[src/rtl/nrisc_pkg.sv]
// Shared constants and FSM encoding for the nRisc boot path.
// Holds the stream/instruction widths, instruction memory depth and loader states.
// The loader and its checksum accumulator import everything from here.
package nrisc_pkg;

    localparam int LARGURA_DADO     = 8;
    localparam int LARGURA_END      = 8;
    localparam int TAMANHO_MEM_INST = 256;

    // 3-bit state encoding of the program loader
    typedef enum logic [2:0] {
        OCIOSO    = 3'd0,
        CABECALHO = 3'd1,
        CARGA     = 3'd2,
        CHECKSUM  = 3'd3,
        EXECUTA   = 3'd4,
        ERRO      = 3'd5
    } estado_t;

    // True for the states that consume stream bytes (the load window)
    function automatic logic estado_carregando(input estado_t e);
        return (e == CABECALHO) || (e == CARGA) || (e == CHECKSUM);
    endfunction

endpackage

[src/rtl/carregador_programa_acumulador.sv]
// Modulo-256 running sum of the payload bytes, with clear and enable.
// Sum updates one cycle after an enabled byte; zero-check is combinational.
// No backpressure: the caller decides when a byte counts.
module acumulador_checksum
    import nrisc_pkg::*;
(
    input  logic                    i_clock,
    input  logic                    i_reset,
    input  logic                    i_limpa,
    input  logic                    i_habilita,
    input  logic [LARGURA_DADO-1:0] i_entrada,
    output logic                    o_soma_zero
);

    logic [LARGURA_DADO-1:0] r_soma;
    logic [LARGURA_DADO-1:0] w_soma_prox;

    // Wraparound is the intended modulo-256 behaviour
    assign w_soma_prox = r_soma + i_entrada;

    // Frame is good when the trailing byte brings the sum back to zero
    assign o_soma_zero = (w_soma_prox == '0);

    // Accumulator register: clear wins over enable so a new frame always starts at 0
    always_ff @(posedge i_clock or posedge i_reset) begin
        if (i_reset) begin
            r_soma <= '0;
        end else if (i_limpa) begin
            r_soma <= '0;
        end else if (i_habilita) begin
            r_soma <= w_soma_prox;
        end
    end

endmodule

[src/rtl/carregador_programa.sv]
// Boot loader: streams a header/payload/checksum frame into instruction memory, then releases the core.
// Memory write strobe appears 1 cycle after the accepting handshake; status outputs are registered.
// EntradaPronta is decoded from state only; bytes are taken back-to-back while in the load window.
module carregador_programa
    import nrisc_pkg::*;
(
    input  logic                    i_clock,
    input  logic                    i_reset,
    input  logic                    i_iniciar,
    input  logic                    i_entrada_valida,
    input  logic [LARGURA_DADO-1:0] i_entrada_dado,
    output logic                    o_entrada_pronta,
    output logic                    o_escrita_mem_inst,
    output logic [LARGURA_END-1:0]  o_end_mem_inst,
    output logic [LARGURA_DADO-1:0] o_dado_mem_inst,
    output logic                    o_reset_processador,
    output logic                    o_carregando,
    output logic                    o_concluido,
    output logic                    o_erro_checksum
);

    localparam logic [LARGURA_DADO-1:0] UM_DADO = 1;
    localparam logic [LARGURA_END-1:0]  UM_END  = 1;

    estado_t r_estado;
    estado_t w_estado_prox;

    logic [LARGURA_DADO-1:0] r_restantes;
    logic [LARGURA_END-1:0]  r_endereco;

    logic                    r_escrita;
    logic [LARGURA_END-1:0]  r_end_mem;
    logic [LARGURA_DADO-1:0] r_dado_mem;
    logic                    r_reset_proc;
    logic                    r_carregando;
    logic                    r_concluido;
    logic                    r_erro;

    logic w_pronta;
    logic w_transf;
    logic w_limpa_soma;
    logic w_habilita_soma;
    logic w_soma_zero;

    // Ready depends only on state so the source never sees a combinational loop through valid
    assign w_pronta         = estado_carregando(r_estado);
    assign w_transf         = w_pronta & i_entrada_valida;
    assign w_limpa_soma     = w_transf && (r_estado == CABECALHO);
    assign w_habilita_soma  = w_transf && (r_estado == CARGA);

    acumulador_checksum u_acumulador (
        .i_clock     (i_clock),
        .i_reset     (i_reset),
        .i_limpa     (w_limpa_soma),
        .i_habilita  (w_habilita_soma),
        .i_entrada   (i_entrada_dado),
        .o_soma_zero (w_soma_zero)
    );

    // State register
    always_ff @(posedge i_clock or posedge i_reset) begin
        if (i_reset) begin
            r_estado <= OCIOSO;
        end else begin
            r_estado <= w_estado_prox;
        end
    end

    // Next-state decode; Iniciar only matters outside the load window
    always_comb begin
        w_estado_prox = r_estado;
        case (r_estado)
            OCIOSO: begin
                if (i_iniciar) begin
                    w_estado_prox = CABECALHO;
                end
            end
            CABECALHO: begin
                if (w_transf) begin
                    w_estado_prox = CARGA;
                end
            end
            CARGA: begin
                if (w_transf && (r_restantes == '0)) begin
                    w_estado_prox = CHECKSUM;
                end
            end
            CHECKSUM: begin
                if (w_transf) begin
                    w_estado_prox = w_soma_zero ? EXECUTA : ERRO;
                end
            end
            EXECUTA: begin
                if (i_iniciar) begin
                    w_estado_prox = CABECALHO;
                end
            end
            ERRO: begin
                if (i_iniciar) begin
                    w_estado_prox = CABECALHO;
                end
            end
            default: begin
                w_estado_prox = OCIOSO;
            end
        endcase
    end

    // Byte counter and write address: header loads the count, each payload byte steps both
    always_ff @(posedge i_clock or posedge i_reset) begin
        if (i_reset) begin
            r_restantes <= '0;
            r_endereco  <= '0;
        end else if (w_transf && (r_estado == CABECALHO)) begin
            r_restantes <= i_entrada_dado;
            r_endereco  <= '0;
        end else if (w_transf && (r_estado == CARGA) && (r_restantes != '0)) begin
            // Address stops advancing on the last byte, so a 256-byte frame never wraps
            r_restantes <= r_restantes - UM_DADO;
            r_endereco  <= r_endereco + UM_END;
        end
    end

    // Instruction memory port: one-cycle strobe per accepted payload byte, address/data held between writes
    always_ff @(posedge i_clock or posedge i_reset) begin
        if (i_reset) begin
            r_escrita  <= 1'b0;
            r_end_mem  <= '0;
            r_dado_mem <= '0;
        end else begin
            r_escrita <= 1'b0;
            if (w_transf && (r_estado == CARGA)) begin
                r_escrita  <= 1'b1;
                r_end_mem  <= r_endereco;
                r_dado_mem <= i_entrada_dado;
            end
        end
    end

    // Status flags follow the state being entered, so they change on the same edge as the transition
    always_ff @(posedge i_clock or posedge i_reset) begin
        if (i_reset) begin
            r_reset_proc <= 1'b1;
            r_carregando <= 1'b0;
            r_concluido  <= 1'b0;
            r_erro       <= 1'b0;
        end else begin
            r_reset_proc <= (w_estado_prox != EXECUTA);
            r_carregando <= estado_carregando(w_estado_prox);
            r_concluido  <= (w_estado_prox == EXECUTA);
            r_erro       <= (w_estado_prox == ERRO);
        end
    end

    assign o_entrada_pronta    = w_pronta;
    assign o_escrita_mem_inst  = r_escrita;
    assign o_end_mem_inst      = r_end_mem;
    assign o_dado_mem_inst     = r_dado_mem;
    assign o_reset_processador = r_reset_proc;
    assign o_carregando        = r_carregando;
    assign o_concluido         = r_concluido;
    assign o_erro_checksum     = r_erro;

endmodule

[config.mk]
export PLATFORM = sky130hd
export DESIGN_NAME = carregador_programa
export DESIGN_NICKNAME = d
export VERILOG_FILES = /design/src/rtl/nrisc_pkg.sv /design/src/rtl/carregador_programa_acumulador.sv /design/src/rtl/carregador_programa.sv
export SDC_FILE = /design/constraint.sdc
export NUM_CORES = 1
export LEC_CHECK = 0
export BUFFER_PORTS_ARGS = -buffer_cell sky130_fd_sc_hd__buf_2
export CAP_MARGIN = 20
export CORE_MARGIN = 2
export CORE_UTILIZATION = 45
export CTS_CLUSTER_DIAMETER = 200
export CTS_CLUSTER_SIZE = 24
export DETAILED_ROUTE_END_ITERATION = 7
export PLACE_DENSITY = 0.67
export REMOVE_ABC_BUFFERS = 1
export SYNTH_ARGS = -nofsm -noshare
export SYNTH_HDL_FRONTEND = slang
export SYNTH_SLANG_ARGS = --single-unit
[constraint.sdc]
create_clock -name i_clock -period 4.5 [get_ports i_clock]
set_clock_uncertainty 0.1 [all_clocks]
set_input_delay 0.225 -clock i_clock [delete_from_list [all_inputs] [get_ports i_clock]]
set_output_delay 0.225 -clock i_clock [all_outputs]
set_load 0.05 [all_outputs]
==> run summary <==
The maximum number of buffers from clock root to sink came out at 2. The max-slew violation count is 0. The number of clock buffers added by TritonCTS is 5. The setup TNS after final layout came out at 0 ns. The sequential fraction of the synthesis area came out at 0.476.

The most used flip-flop cell after synthesis is sky130_fd_sc_hd__dfrtp_1. The met1 wire length is 2470 µm. The critical path starts at r_estado[1]$_DFF_PP0_.

The worst path arrival time came out at 2.72 ns. The number of antenna violations at the first check in global routing is 0. The CTS sink count came out at 48. The headroom to the max-slew limit came out at 0.485. Summing all placed instances gives a cell area of 2740 µm². The total number of yosys warnings is 0. Setup repair after global routing left no endpoint under its margin. The final cycle utilization of the critical path came out at 0.577. The leakage power of the design came out at 1.36 nW.

The signed area change from the synthesized netlist to the final layout is 14.5%. The worst-margin pin slew came out at 0.772 ns. The highest attainable clock frequency is approximately 0.38 GHz.

Yosys mapped the design onto 51 distinct sky130hd cell types. The share of total power dissipated in combinational logic is 0.491. The analysis attributes to net switching a power of around 900 µW. The count of cell instances traversed by the critical path came out at 5. The share of synthesized flip-flops with an asynchronous set or reset is 1.00.

The mean instance size in the synthesized netlist came out at approximately 11 µm². After synthesis the cells add up to ~2500 µm². The port buffer count came out at 33. The number of buffers inserted to repair setup after CTS is 0. The met2 wire length is 2150 µm.

The placeable core area is 5470 µm². 0 antenna diodes ended up in the layout. The count of nets left with antenna violations once routing finished came out at 0.

The total track usage came out at 0.173. The final net count is 287. The maximum cell stage delay along the critical path is ~0.8 ns. The vias per cell came out at roughly 5.4. Traced cell by cell, the critical path runs through and4bb_2 -> a21boi_2 -> nand2_1 -> xor2_1 -> o21ai_0. The min-delay analysis places its worst path in the category input port to flop. The minimum clock period after layout came out at 2.60 ns. The final standard cell area without fillers came out at just under 3000 µm². In this run the vertical extent of the chip is about 80 µm. Summed over all nets, the half-perimeter wirelength after detailed placement is 3400 µm. In this run, placement finished with an instance count of between 300 and 400.

The number of cells produced by synthesis is 229. The remaining global-route overflow came out at 0. STA classifies the critical path endpoint as a flop. The top-level port count came out at 34. The fraction of layout instances using a drive strength above 1 is 0.282. In this run the most critical hold path is launched from i_entrada_dado[5]. The required time of the worst setup path came out at 4.62 ns. Entering global routing, the biggest net connects 49 pins. The power density over the cells is 706 nW/µm².

The initial standard-cell utilization of the core came out at 0.462. The total of cells resized after clock tree synthesis is 0. The number of flops mapped to enable cells by yosys is 0. The standard cell with the maximum stage delay on the critical path is sky130_fd_sc_hd__and4bb_2. The run finished with clean final reports. From left edge to right edge, the die measures 78.9 µm. For this block, the routed nets add up to 4930 µm of wire. The routability congestion estimate from global placement is 0.784.

Grouping stages by cell kind, the critical path spends the most delay in simple AND/OR/NAND/NOR gates. The via count came out at 1831. The insertion delay of the later-clocked pin in the worst-skew pair is 0.31 ns. The switching fraction of total power is 0.440. In the layout the commonest cells are 47 x sky130_fd_sc_hd__dfrtp_1, 33 x sky130_fd_sc_hd__buf_2, 24 x sky130_fd_sc_hd__nor2_1, 21 x sky130_fd_sc_hd__nand2_1, 16 x sky130_fd_sc_hd__mux2_2. The number of hold violations in the final report is 0. The sort of element at the start of the critical path is a flop. The maximum level of the CTS H-tree is 2. The wire length of the first global-routing pass came out at 8390 µm.

The depth of the worst register-to-register path is 5. The via count of the first global-routing pass was 1690. The tree is rooted in a sky130_fd_sc_hd__clkbuf_8. The total length of routed met3 wires came out at 179 µm. The final routed DRC violation total came out at 0. TritonCTS built the clock tree.

The reg-to-reg critical path endpoint is r_restantes[3]$_DFFE_PP0P_. The largest vdd supply drop came out at 0.334 mV. The worst setup path endpoint is r_restantes[3]$_DFFE_PP0P_.

The startpoint identified for the worst register-to-register timing path is r_estado[1]$_DFF_PP0_. The count of standard-cell rows came out at 27. The reported max-cap violation count came out at 0. The detailed router used layers up to and including met4.

The non-filler instance count after layout came out at 338. The internal power of the cells totals 1.14 mW. Of the total power, registers draw 0.346.

The DRC marker count from the first detailed-route iteration came out at 107. The number of hold-repair buffers added at the cts stage came out at 0. Counting both buffers and inverters, the worst setup path holds a total of 0. The share of power burned in the clock network came out at 0.164. The post-detailed-route wirelength per cell is 14.6 µm. The number of failing setup endpoints in the final timing report came out at 0. The setup check on the worst reg-to-reg path leaves a slack of 1.90 ns.

The number of synthesized register bits is 48. The library cell used most frequently in the layout, excluding fill and tap cells, is sky130_fd_sc_hd__dfrtp_1. The clock edge transition at the registers on the reported setup and hold paths came out at 0.09 ns.

In this run the worst path has a maximum fanout of 30. The category of the critical setup timing path is flop to flop. The die covers around 6200 µm².

For this run, the detailed router's first-pass iteration total came to 4.
synthesized netlist by cell type, drive strengths merged, types with 4 or more instances:
library cell  count  area share
nor3b             5       0.015
mux2             16       0.071
buf               4      0.0089
a21oi             6       0.012
nor3              4      0.0079
o21ai            12       0.024
dfrtp            47        0.47
nor2             24       0.036
a22o              8       0.028
nand2            21       0.031
ha                9       0.045
nand3             5      0.0099
inv               4      0.0059
xnor2             5       0.017
nand4             4       0.012
xor2             13       0.045
power by group through the flow:
stage               logic [mW]  registers [mW]  clock network [mW]
floorplan                0.585           0.902                   0
global placement         0.981           0.708                   0
detailed placement        1.00           0.713                   0
CTS                       1.00           0.708               0.340
global route              1.10           0.729               0.359
finish                    1.00           0.706               0.334
cells by family (layout without fill, tap and decap cells):
group	count (synthesis)	after routing	share of synthesized area
AO/OA/AOI/OAI	39	39	0.115
AND/OR/NAND/NOR	84	84	0.183
adder cells (fa/ha/maj)	10	10	0.0525
multiplexers	19	19	0.0832
buffers and inverters	11	48	0.0272
flip-flops	48	48	0.476
XOR/XNOR	18	18	0.0624
area by class of cell:
type / instances / area [µm²]
clock inverter: 2 / 38.8
fill: 521 / 2580
timing repair buffer: 36 / 203
clock buffer: 6 / 82.6
tap: 72 / 90.1
sequential: 48 / 1200
multi-input combinational: 170 / 1260
inverter: 4 / 15.0
stage by stage:
| step | hold slack (ns) | util | setup WS (ns) | total power, mW |
|---|---|---|---|---|
| after floorplan | 0.230 | - | 1.77 | 1.49 |
| after detailed placement | 0.390 | 0.501 | 1.90 | 1.71 |
| after global routing | 0.0839 | 0.529 | 1.70 | 2.18 |
| after CTS | 0.0717 | 0.523 | 1.90 | 2.05 |
| after global placement | 0.382 | 0.501 | 1.99 | 1.69 |
| final | 0.0733 | 0.529 | 1.90 | 2.04 |
registers in the layout, summed over array words and instances, names as in the netlist:
name and cells:
o_escrita_mem_inst 1, u_acumulador.r_soma 8, o_reset_processador 1, r_estado 3, o_carregando 1, o_concluido 1, o_dado_mem_inst 8, r_restantes 8
o_erro_checksum 1, o_end_mem_inst 8, r_endereco 8
worst reg2reg max path: cells and delay by family (launching register included):
family	cells	cell delay [ns]
and+or+nand+nor	2	0.93
AOI/OAI and AO/OA	2	0.78
DFF	1	0.53
xor gates and xnor gates	1	0.17
worst min-delay path by stage:
stage                                               end  slack, ns  cells past startpoint
after detailed placement  o_end_mem_inst[1]$_DFFE_PP0P_       0.39                      1
after global placement       r_restantes[0]$_DFFE_PP0P_       0.38                      3
after CTS                    r_restantes[6]$_DFFE_PP0P_       0.07                      3
after global routing         r_restantes[2]$_DFFE_PP0P_       0.08                      3
after floorplan              r_restantes[1]$_DFFE_PP0P_       0.23                      2
final                        r_restantes[5]$_DFFE_PP0P_       0.07                      3
layer usage:
metal / GRT usage / vias up
met5: 0 / -
li1: - / 889
met4: 0.0828 / 0
met3: 0.0227 / 10
met1: 0.259 / 897
met2: 0.247 / 35
Note: power is estimated with default switching activity, not from simulation.
